**src/rtl/freq_ctrl_pkg.sv**
```systemverilog
// Shared types and constants for the frequency-meter gate sequencer.
// Holds the sequencer state enum, the BCD count width and the full-scale value.
package freq_ctrl_pkg;

   localparam int CNT_W = 24;
   localparam logic [CNT_W-1:0] BCD_MAX = 24'h999999;

   typedef enum logic [2:0] {
      IDLE,
      CLEAR,
      GATE,
      SETTLE,
      LATCH
   } state_t;

endpackage

```
**src/rtl/freq_gate_ctrl_if.sv**
```systemverilog
// Sequencer <-> control/counter/readout signal bundle.
// master: START, ABORT, CNT_Q out; slave: CNT_ENA, CNT_CLR, BUSY, RESULT, DONE, OVF out.
interface freq_gate_ctrl_if;
   import freq_ctrl_pkg::*;

   logic             START;
   logic             ABORT;
   logic [CNT_W-1:0] CNT_Q;
   logic             CNT_ENA;
   logic             CNT_CLR;
   logic             BUSY;
   logic [CNT_W-1:0] RESULT;
   logic             DONE;
   logic             OVF;

   modport master (
      output START, ABORT, CNT_Q,
      input  CNT_ENA, CNT_CLR, BUSY, RESULT, DONE, OVF
   );

   modport slave (
      input  START, ABORT, CNT_Q,
      output CNT_ENA, CNT_CLR, BUSY, RESULT, DONE, OVF
   );

endinterface

```
**src/rtl/freq_gate_ctrl_timer.sv**
```systemverilog
// gate_timer: loadable down-counter with zero flag for the gate window.
// Ports: clk, clr (sync, active-high), load, dec, load_val in; zero out.
module gate_timer #(
   parameter int W = 4
) (
   input  logic         clk,
   input  logic         clr,
   input  logic         load,
   input  logic         dec,
   input  logic [W-1:0] load_val,
   output logic         zero
);

   logic [W-1:0] cnt;

   // Saturates at zero so the count can never wrap.
   always_ff @(posedge clk) begin
      if (clr)
         cnt <= '0;
      else if (load)
         cnt <= load_val;
      else if (dec && cnt != '0)
         cnt <= cnt - 1'b1;
   end

   assign zero = (cnt == '0);

endmodule

```
**src/rtl/freq_gate_ctrl.sv**
```systemverilog
// freq_gate_ctrl: gate/clear/latch sequencer for the 6-digit BCD event counter.
// Ports: F_IN clock, CLR sync active-high reset, bus (slave side of freq_gate_ctrl_if).
// Build option: CONT_MODE_EN makes measurements repeat back-to-back after one START.
module freq_gate_ctrl
   import freq_ctrl_pkg::*;
#(
   parameter int GATE_CYCLES = 1000
) (
   input  logic            F_IN,
   input  logic            CLR,
   freq_gate_ctrl_if.slave bus
);

   localparam int TW = (GATE_CYCLES > 2) ? $clog2(GATE_CYCLES) : 1;
   localparam logic [TW-1:0] LOAD_VAL = TW'(GATE_CYCLES - 1);

   state_t           state;
   state_t           state_n;
   logic             t_load;
   logic             t_dec;
   logic             t_zero;
   logic [CNT_W-1:0] result;
   logic             done;
   logic             ovf;

   gate_timer #(.W(TW)) u_timer (
      .clk      (F_IN),
      .clr      (CLR),
      .load     (t_load),
      .dec      (t_dec),
      .load_val (LOAD_VAL),
      .zero     (t_zero)
   );

   always_ff @(posedge F_IN) begin
      if (CLR)
         state <= IDLE;
      else
         state <= state_n;
   end

   always_comb begin
      state_n = state;
      t_load  = 1'b0;
      t_dec   = 1'b0;
      unique case (state)
         IDLE:
            if (bus.START)
               state_n = CLEAR;
         CLEAR: begin
            t_load  = 1'b1;
            state_n = GATE;
         end
         GATE: begin
            t_dec = 1'b1;
            if (t_zero)
               state_n = SETTLE;
         end
         SETTLE:
            state_n = LATCH;
         LATCH:
`ifdef CONT_MODE_EN
            state_n = CLEAR;
`else
            state_n = IDLE;
`endif
         default:
            state_n = IDLE;
      endcase
      // Abort only matters once a run is underway; START wins in IDLE.
      if (bus.ABORT && state != IDLE)
         state_n = IDLE;
   end

   // An aborted LATCH must leave RESULT/OVF untouched.
   always_ff @(posedge F_IN) begin
      if (CLR) begin
         result <= '0;
         ovf    <= 1'b0;
         done   <= 1'b0;
      end else begin
         done <= 1'b0;
         if (state == LATCH && !bus.ABORT) begin
            result <= bus.CNT_Q;
            ovf    <= (bus.CNT_Q == BCD_MAX);
            done   <= 1'b1;
         end
      end
   end

   assign bus.CNT_CLR = (state == CLEAR);
   assign bus.CNT_ENA = (state == GATE);
   assign bus.BUSY    = (state != IDLE);
   assign bus.RESULT  = result;
   assign bus.DONE    = done;
   assign bus.OVF     = ovf;

endmodule

```
**src/flat_wrapper.sv**
```systemverilog
// flat-port wrapper written by rule: the top's interface ports become plain ports
module freq_gate_ctrl_flat import freq_ctrl_pkg::*;
#(
   parameter int GATE_CYCLES = 1000
)
  (F_IN, CLR, bus_START, bus_ABORT, bus_CNT_Q, bus_CNT_ENA, bus_CNT_CLR, bus_BUSY, bus_RESULT, bus_DONE, bus_OVF);
  freq_gate_ctrl_if bus_i ();
  input  logic F_IN;
  input  logic CLR;
  input wire logic [$bits(bus_i.START)-1:0] bus_START;
  input wire logic [$bits(bus_i.ABORT)-1:0] bus_ABORT;
  input wire logic [$bits(bus_i.CNT_Q)-1:0] bus_CNT_Q;
  output wire logic [$bits(bus_i.CNT_ENA)-1:0] bus_CNT_ENA;
  output wire logic [$bits(bus_i.CNT_CLR)-1:0] bus_CNT_CLR;
  output wire logic [$bits(bus_i.BUSY)-1:0] bus_BUSY;
  output wire logic [$bits(bus_i.RESULT)-1:0] bus_RESULT;
  output wire logic [$bits(bus_i.DONE)-1:0] bus_DONE;
  output wire logic [$bits(bus_i.OVF)-1:0] bus_OVF;
  assign bus_i.START = bus_START;
  assign bus_i.ABORT = bus_ABORT;
  assign bus_i.CNT_Q = bus_CNT_Q;
  assign bus_CNT_ENA = bus_i.CNT_ENA;
  assign bus_CNT_CLR = bus_i.CNT_CLR;
  assign bus_BUSY = bus_i.BUSY;
  assign bus_RESULT = bus_i.RESULT;
  assign bus_DONE = bus_i.DONE;
  assign bus_OVF = bus_i.OVF;
  freq_gate_ctrl #(.GATE_CYCLES(GATE_CYCLES)) u_core (.F_IN(F_IN), .CLR(CLR), .bus(bus_i));
endmodule
```
**config.mk**
```make
export PLATFORM = sky130hd
export DESIGN_NAME = freq_gate_ctrl_flat
export DESIGN_NICKNAME = d
export VERILOG_FILES = /design/src/rtl/freq_ctrl_pkg.sv /design/src/rtl/freq_gate_ctrl_if.sv /design/src/rtl/freq_gate_ctrl_timer.sv /design/src/rtl/freq_gate_ctrl.sv /design/src/flat_wrapper.sv
export SDC_FILE = /design/constraint.sdc
export NUM_CORES = 1
export LEC_CHECK = 0
export BUFFER_PORTS_ARGS = -buffer_cell sky130_fd_sc_hd__buf_2
export CORE_AREA = 2 2 71 73
export DETAILED_ROUTE_END_ITERATION = 6
export DIE_AREA = 0 0 73 75
export GPL_ROUTABILITY_DRIVEN = 0
export MAX_ROUTING_LAYER = met4
export SYNTH_ARGS = -nofsm -noshare
export SYNTH_HDL_FRONTEND = slang
export SYNTH_HIERARCHICAL = 1
export SYNTH_SLANG_ARGS = --single-unit
```
**constraint.sdc**
```tcl
create_clock -name F_IN -period 2 [get_ports F_IN]
set_clock_uncertainty 0.05 [all_clocks]
set_input_delay 0.4 -clock F_IN [delete_from_list [all_inputs] [get_ports F_IN]]
set_output_delay 0.4 -clock F_IN [all_outputs]
set_load 0.02 [all_outputs]
```
==> metrics.cfg, run 1 <==
[outcome]
status = finished clean

[die]
rows = 25
die_h_um = 75
die_area_um2 = 5475
core_area_um2 = 4661
initial_core_util = 0.3723
die_x_um = 73
pin_count = 57

[power]
power_leakage_uw = 0.0009382
power_frac_comb = 0.142
vdd_drop_max_mv = 0.3449
power_switching_share = 0.2553
p_sw_uw = 419.8
p_clk_frac = 0.358
p_int_uw = 1225
p_per_area_nw_per_um2 = 717.8
power.share.sequential = 0.500

[sta]
relSlewSlack = 0.6180
period_share = 0.9503
fmax_mhz = 526.1
setup_ws_ps = 99.37
worst_pin_slew_ps = 573.0
final_hold_viol_count = 0
rsz0062_at_grt = yes
setup_violations = 0
layout_min_cycle_time_ps = 1901
slew_viol_final = 0
hold_ws_ps = 306.5

[grt]
grt_usage = 0.1612
antenna_found_initial = 0
grt_max_degree = 32
grt_overflow = 0
grt_pass1_wl_um = 6658
grt_pass1_vias = 1459

[setup_path]
path_class = flop to flop
cp.required_ps = 2160
end_kind = flop
arrival_ps = 2060
critPathMaxStageDelay_ps = 480
cp-startpoint = u_core/u_timer/cnt[1]$_SDFFE_PP0P_
endpoint = u_core/u_timer/cnt[0]$_SDFFE_PP0P_
reg2reg_depth = 7
rr_startpoint = u_core/u_timer/cnt[1]$_SDFFE_PP0P_
r2r_slack_ps = 100
crit_fanout = 4
r2r-end = u_core/u_timer/cnt[0]$_SDFFE_PP0P_
worstPathCellList = inv_1 > ha_4 > or4b_4 > buf_4 > o31ai_4 > xnor2_1 > a211oi_2
crit_slowest_cell = or4b_4
start_kind = flop

[synthesis]
netlist_area_um2 = 1735
ys_seq_area_frac = 0.4499
ys_types = 44
ys_ff_latch = 39
synthCells = 207
yosysWarnings = 6
syn-mean-instance-area_um2 = 8.384

[placement]
dp_hpwl_um = 2925
pre_cts_ws_ps = 32.16
io_buffer_count = 56

[detailed_routing]
via_per_inst = 4.985
drt_iter0_drc = 53
vias = 1660
wl_um = 4043
wire_per_inst_um = 12.14
detail-route-antenna-nets = 0
detail_route.first_pass.iterations = 4
drc = 0

[flow_run]
cap_violations = 0

[cts]
clk_path_buf_depth = 2
cts.sinks = 39
cts_hold_buf = 0
clk_pin_slew_ps = 80
cts_root_buf = clkbuf_8
cts_buffers = 5
h-tree-depth = 2
clk-insertion-delay-late_ps = 280
cts_tree = done

[cells_and_area]
nets = 307
fillers = 457
synthToLayoutAreaGrowth_pct = 32.01
drive_gt1_frac = 0.3190
final_common_cell = buf_2
n_antenna_cell = 0
layout_common_cells = buf_2 (56), nand2_1 (52), dfxtp_1 (39)

[hold_path]
min_path_cells = 3
hold_class = input pin to flop

-- metal layers --
layer / wire (um) / track usage / vias up
li1: - / - / 860
met1: 1827 / 0.2073 / 756
met2: 1977 / 0.2472 / 42
met3: 218 / 0.04819 / 2
met4: 19 / 0.04321 / 0
met5: 0 / - / -
-- synthesized netlist by cell type --
cell       instances  share of area
a211o_1            1         0.0050
a211oi_1           2         0.0086
a211oi_2           1         0.0072
a21oi_1           29          0.084
a221oi_1           3          0.015
a2bb2oi_1          1         0.0050
a311oi_2           1         0.0086
and4b_1            1         0.0058
buf_2              5          0.014
clkbuf_1           6          0.013
conb_1             2         0.0043
dfxtp_1           39           0.45
ha_1               1         0.0072
inv_1              8          0.017
mux2i_1            2          0.012
nand2_1           52           0.11
nand2b_1           2         0.0072
nand3_1            2         0.0058
nand3b_1           1         0.0043
nand4_1            2         0.0072
nand4b_1           1         0.0050
nand4bb_1          1         0.0065
nor2_1            10          0.022
nor2b_1            1         0.0036
nor3_1             3         0.0086
nor3_2             1         0.0058
nor3b_2            1         0.0072
nor4_1             4          0.014
nor4b_1            3          0.015
nor4b_2            1         0.0086
nor4bb_1           2          0.012
o211ai_1           1         0.0043
o21ai_1            1         0.0029
o21bai_1           1         0.0043
o31a_2             2          0.012
o31ai_1            1         0.0043
o31ai_4            1          0.012
o41ai_2            1         0.0094
or3_1              4          0.014
or4_1              1         0.0043
or4_4              1         0.0065
or4b_1             1         0.0058
or4b_4             1         0.0079
xnor2_1            2          0.010
-- logic make-up after synthesis --
kind of cell               synth area share
buffers and inverters               0.04470
and+or+nand+nor                      0.2898
DFF                                  0.4499
other                              0.004327
muxes                               0.01154
adders and majority gates          0.007209
AOI/OAI and AO/OA                    0.1824
xor gates and xnor gates            0.01010
-- area by class of cell --
type | count | area [um^2] | share of cell area
Multi-Input combinational cell | 157 | 945.9 | 0.4129
Sequential cell | 39 | 780.7 | 0.3408
Timing Repair Buffer | 67 | 362.8 | 0.1584
Clock buffer | 7 | 96.34 | 0.04205
Tap cell | 54 | 67.56 | 0.02949
Inverter | 8 | 30.03 | 0.01311
Clock inverter | 1 | 7.507 | 0.003277
-- what timing repair did --
action                     CTS  global route
resized for setup            0             4
setup endpoints to repair    0             3
buffers inserted             0             3
-- worst max-delay path, delay by kind of cell (launching register included) --
kind | cells | cell delay [ps]
AND/OR/NAND/NOR | 1 | 480
AO/OA/AOI/OAI | 2 | 430
flip-flops | 1 | 330
buffers and inverters | 2 | 260
adder cells (fa/ha/maj) | 1 | 150
XOR/XNOR | 1 | 120
-- through the flow --
stage	setup TNS [ps]	cells	area, um^2	power [uW]	utilization
6_report	0	333	2291	1644	0.4915
5_1_grt	-13.57	333	2291	1729	0.4915
4_1_cts	0	330	2250	1630	0.4827
3_5_place_dp	0	322	2146	1039	0.4604
3_3_place_gp	0	322	2146	1038	0.4604
2_1_floorplan	0	215	1777	968.1	-
-- power groups by stage --
stage | registers (uW) | clock network (uW) | logic (uW)
after floorplan | 836 | 0 | 132
after global placement | 839 | 0 | 199
after detailed placement | 839 | 0 | 200
after CTS | 820 | 609 | 201
after global routing | 825 | 646 | 257
final | 822 | 589 | 233
-- sequential cells by signal (all words and copies together) (netlist names) --
register and count:
u_core/bus.OVF 1, u_core/bus.RESULT 24, u_core/bus.DONE 1, u_core/state 3, u_core/u_timer/cnt 10
-- worst min-delay path by stage --
stage	slack (ps)	startpoint	end
CTS	300	bus_CNT_Q[4]	u_core/bus.RESULT[4]$_SDFFE_PP0P_
detailed placement	390	u_core/bus.RESULT[16]$_SDFFE_PP0P_	u_core/bus.RESULT[16]$_SDFFE_PP0P_
floorplan	430	bus_ABORT	u_core/state[1]$_SDFFE_PP0P_
finish	310	bus_CNT_Q[12]	u_core/bus.RESULT[12]$_SDFFE_PP0P_
global placement	390	u_core/bus.RESULT[16]$_SDFFE_PP0P_	u_core/bus.RESULT[16]$_SDFFE_PP0P_
global route	290	bus_CNT_Q[12]	u_core/bus.RESULT[12]$_SDFFE_PP0P_
Power figures use the tool's default switching activity.
==> inputs of run 2 (changes only) <==
==> constraint.sdc (replaced) <==
create_clock -name F_IN -period 1.67 [get_ports F_IN]
set_clock_uncertainty 0.05 [all_clocks]
set_input_delay 0.334 -clock F_IN [delete_from_list [all_inputs] [get_ports F_IN]]
set_output_delay 0.334 -clock F_IN [all_outputs]
set_load 0.02 [all_outputs]
==> run 2 against run 1 <==
Against the previous run:
- the run now ends with setup timing left
- critical path depth rose by 1
- sequential power rose by 18%
- wire length rose by 25%
- setup slack got worse by 210 ps
- total power rose by 22%
- sequential share of layout area fell by 5.3 points
- fmax rose by 6.9%
- sequential cell count did not move
- register-to-register slack got worse by 210 ps
- cell area rose by 20%
- via count rose by 9.6%
- highest routed layer unchanged
==> metrics.cfg, run 2 (synthesis gave the netlist of run 1 again) <==
[die]
die_area_um2 = 5475  ; unchanged
rows = 25  ; unchanged
initial_core_util = 0.3723  ; unchanged
core_area_um2 = 4661  ; unchanged
die_x_um = 73  ; unchanged
die_h_um = 75  ; unchanged
pin_count = 57  ; unchanged

[cells_and_area]
largest_reg_flops = 24  ; unchanged
multiInputGateArea_um2 = 1023  ; was 945.9 um^2
final_common_cell = buf_2  ; unchanged
drive_gt1_frac = 0.4700  ; was 0.3190
synthToLayoutAreaGrowth_pct = 58.54  ; was 32.01%
seq_area_um2 = 792.0  ; was 780.7 um^2
layout_common_cells = buf_2 (54), nand2_1 (47), buf_4 (37)  ; was buf_2 (56), nand2_1 (52), dfxtp_1 (39)
n_antenna_cell = 0  ; unchanged
fillers = 427  ; was 457
final_cells = 371  ; was 333
nets = 345  ; was 307

[power]
power_switching_share = 0.2752  ; was 0.2553
power.share.sequential = 0.487  ; was 0.500
p_clk_frac = 0.319  ; was 0.358
p_int_uw = 1448  ; was 1225 uW
p_per_area_nw_per_um2 = 726.3  ; was 717.8 nW/um^2
power_leakage_uw = 0.001172  ; was 0.0009382 uW
power_frac_comb = 0.194  ; was 0.142
vdd_drop_max_mv = 0.6835  ; was 0.3449 mV
p_sw_uw = 550.0  ; was 419.8 uW

[sta]
layout_min_cycle_time_ps = 1778  ; was 1901 ps
setup_violations = 16  ; was 0
period_share = 1.065  ; was 0.9503
rsz0062_at_grt = yes  ; unchanged
hold_ws_ps = 229.0  ; was 306.5 ps
fmax_mhz = 562.4  ; was 526.1 MHz
final_hold_viol_count = 0  ; unchanged
setup_ws_ps = -108.2  ; was 99.37 ps
slew_viol_final = 0  ; unchanged
fin_setup_tns_ps = -525.3  ; was 0 ps

[placement]
io_buffer_count = 56  ; unchanged
pre_cts_ws_ps = -58.64  ; was 32.16 ps
dp_hpwl_um = 3261  ; was 2925 um
place_inst = 348  ; was 322

[setup_path]
end_kind = flop  ; unchanged
start_kind = flop  ; unchanged
crit_fanout = 6  ; was 4
path_class = flop to flop  ; unchanged
cp.required_ps = 1820  ; was 2160 ps
arrival_ps = 1930  ; was 2060 ps

[hold_path]
hold_class = input pin to flop  ; unchanged

[grt]
grt_pass1_vias = 1674  ; was 1459
grt_max_degree = 28  ; was 32
grt_pass1_wl_um = 7514  ; was 6658 um
antenna_found_initial = 0  ; unchanged
grt_usage = 0.1838  ; was 0.1612
grt_overflow = 0  ; unchanged

[cts]
cts_hold_buf = 0  ; unchanged
cts_tree = done  ; unchanged
h-tree-depth = 2  ; unchanged
clk-insertion-delay-late_ps = 300  ; was 280 ps
clk_pin_slew_ps = 80  ; about the same
cts_buffers = 5  ; unchanged
cts_root_buf = clkbuf_8  ; unchanged
clk_path_buf_depth = 2  ; unchanged
cts.sinks = 39  ; unchanged

[detailed_routing]
wire_per_inst_um = 13.57  ; was 12.14 um
vias = 1819  ; was 1660
via_per_inst = 4.903  ; was 4.985
detail_route.first_pass.iterations = 4  ; unchanged
wl_um = 5034  ; was 4043 um
drc = 0  ; unchanged
drt_iter0_drc = 47  ; was 53
detail-route-antenna-nets = 0  ; unchanged

[flow_run]
cap_violations = 0  ; unchanged

[outcome]
violations = setup timing
status = finished, violations left  ; was finished clean

==> run 2: changes by cell type in the layout (fill, tap and decap cells not counted), sizes merged <==
cell | before | now
clkinv | 0 | 1
buf | 67 | 103
clkbuf | 7 | 8
==> run 2: metal layers <==
layer | routed length, um | part of all wire | track usage | up-vias
li1 | - | - | - | 935
met1 | 2333 | 0.46 | 0.2222 | 843
met2 | 2472 | 0.49 | 0.3013 | 35
met3 | 159 | 0.032 | 0.04016 | 6
met4 | 69 | 0.014 | 0.06790 | 0
met5 | 0 | 0 | - | -
==> run 2: stage by stage <==
step / instance area (um^2) / total power (uW) / util
6_report: 2751 / 1998 / 0.5903
3_3_place_gp: 2402 / 1326 / 0.5154
4_1_cts: 2552 / 1982 / 0.5477
5_1_grt: 2751 / 2090 / 0.5903
2_1_floorplan: 1814 / 1171 / -
3_5_place_dp: 2402 / 1331 / 0.5154
==> run 2: repair_timing <==
action                                  4_1_cts  5_1_grt
gates resized for setup                      11       20
pin swaps                                     0       11
endpoints found under the setup margin       11       13
buffers inserted                              4        9
gates cloned                                  0        2
==> run 2: area by class of cell <==
cell class                 count  share of cell area
sequential                    39              0.2879
clock inverter                 2            0.004548
clock buffer                   6             0.02638
multi-input combinational    157              0.3720
inverter                       8             0.01182
tap                           54             0.02456
timing repair buffer         105              0.2729
==> run 2: final timing paths <==
check	startpoint	cells after the start	to	slack [ps]
worst max-delay path	u_core/u_timer/cnt[1]$_SDFFE_PP0P_	8	u_core/state[0]$_SDFFE_PP0P_	-110
worst min-delay path	bus_CNT_Q[17]	3	u_core/bus.RESULT[17]$_SDFFE_PP0P_	230
worst max register to register	u_core/u_timer/cnt[1]$_SDFFE_PP0P_	8	u_core/state[0]$_SDFFE_PP0P_	-110
worst min register to register	u_core/bus.RESULT[4]$_SDFFE_PP0P_	2	u_core/bus.RESULT[4]$_SDFFE_PP0P_	400
==> run 2: power groups by stage <==
| stage | clock network [uW] | logic (uW) | registers, uW |
|---|---|---|---|
| 2_1_floorplan | 0 | 166 | 1010 |
| 3_3_place_gp | 0 | 333 | 993 |
| 3_5_place_dp | 0 | 337 | 994 |
| 4_1_cts | 653 | 358 | 972 |
| 5_1_grt | 695 | 420 | 974 |
| 6_report | 638 | 388 | 973 |
==> run 2: critical path: stages (launching register included) <==
cell	delay [ps]
dfxtp_2	330
inv_2	60
ha_4	120
or4b_4	480
nor3_2	110
buf_4	160
nand2_1	50
a2bb2oi_1	140
nor4_1	160
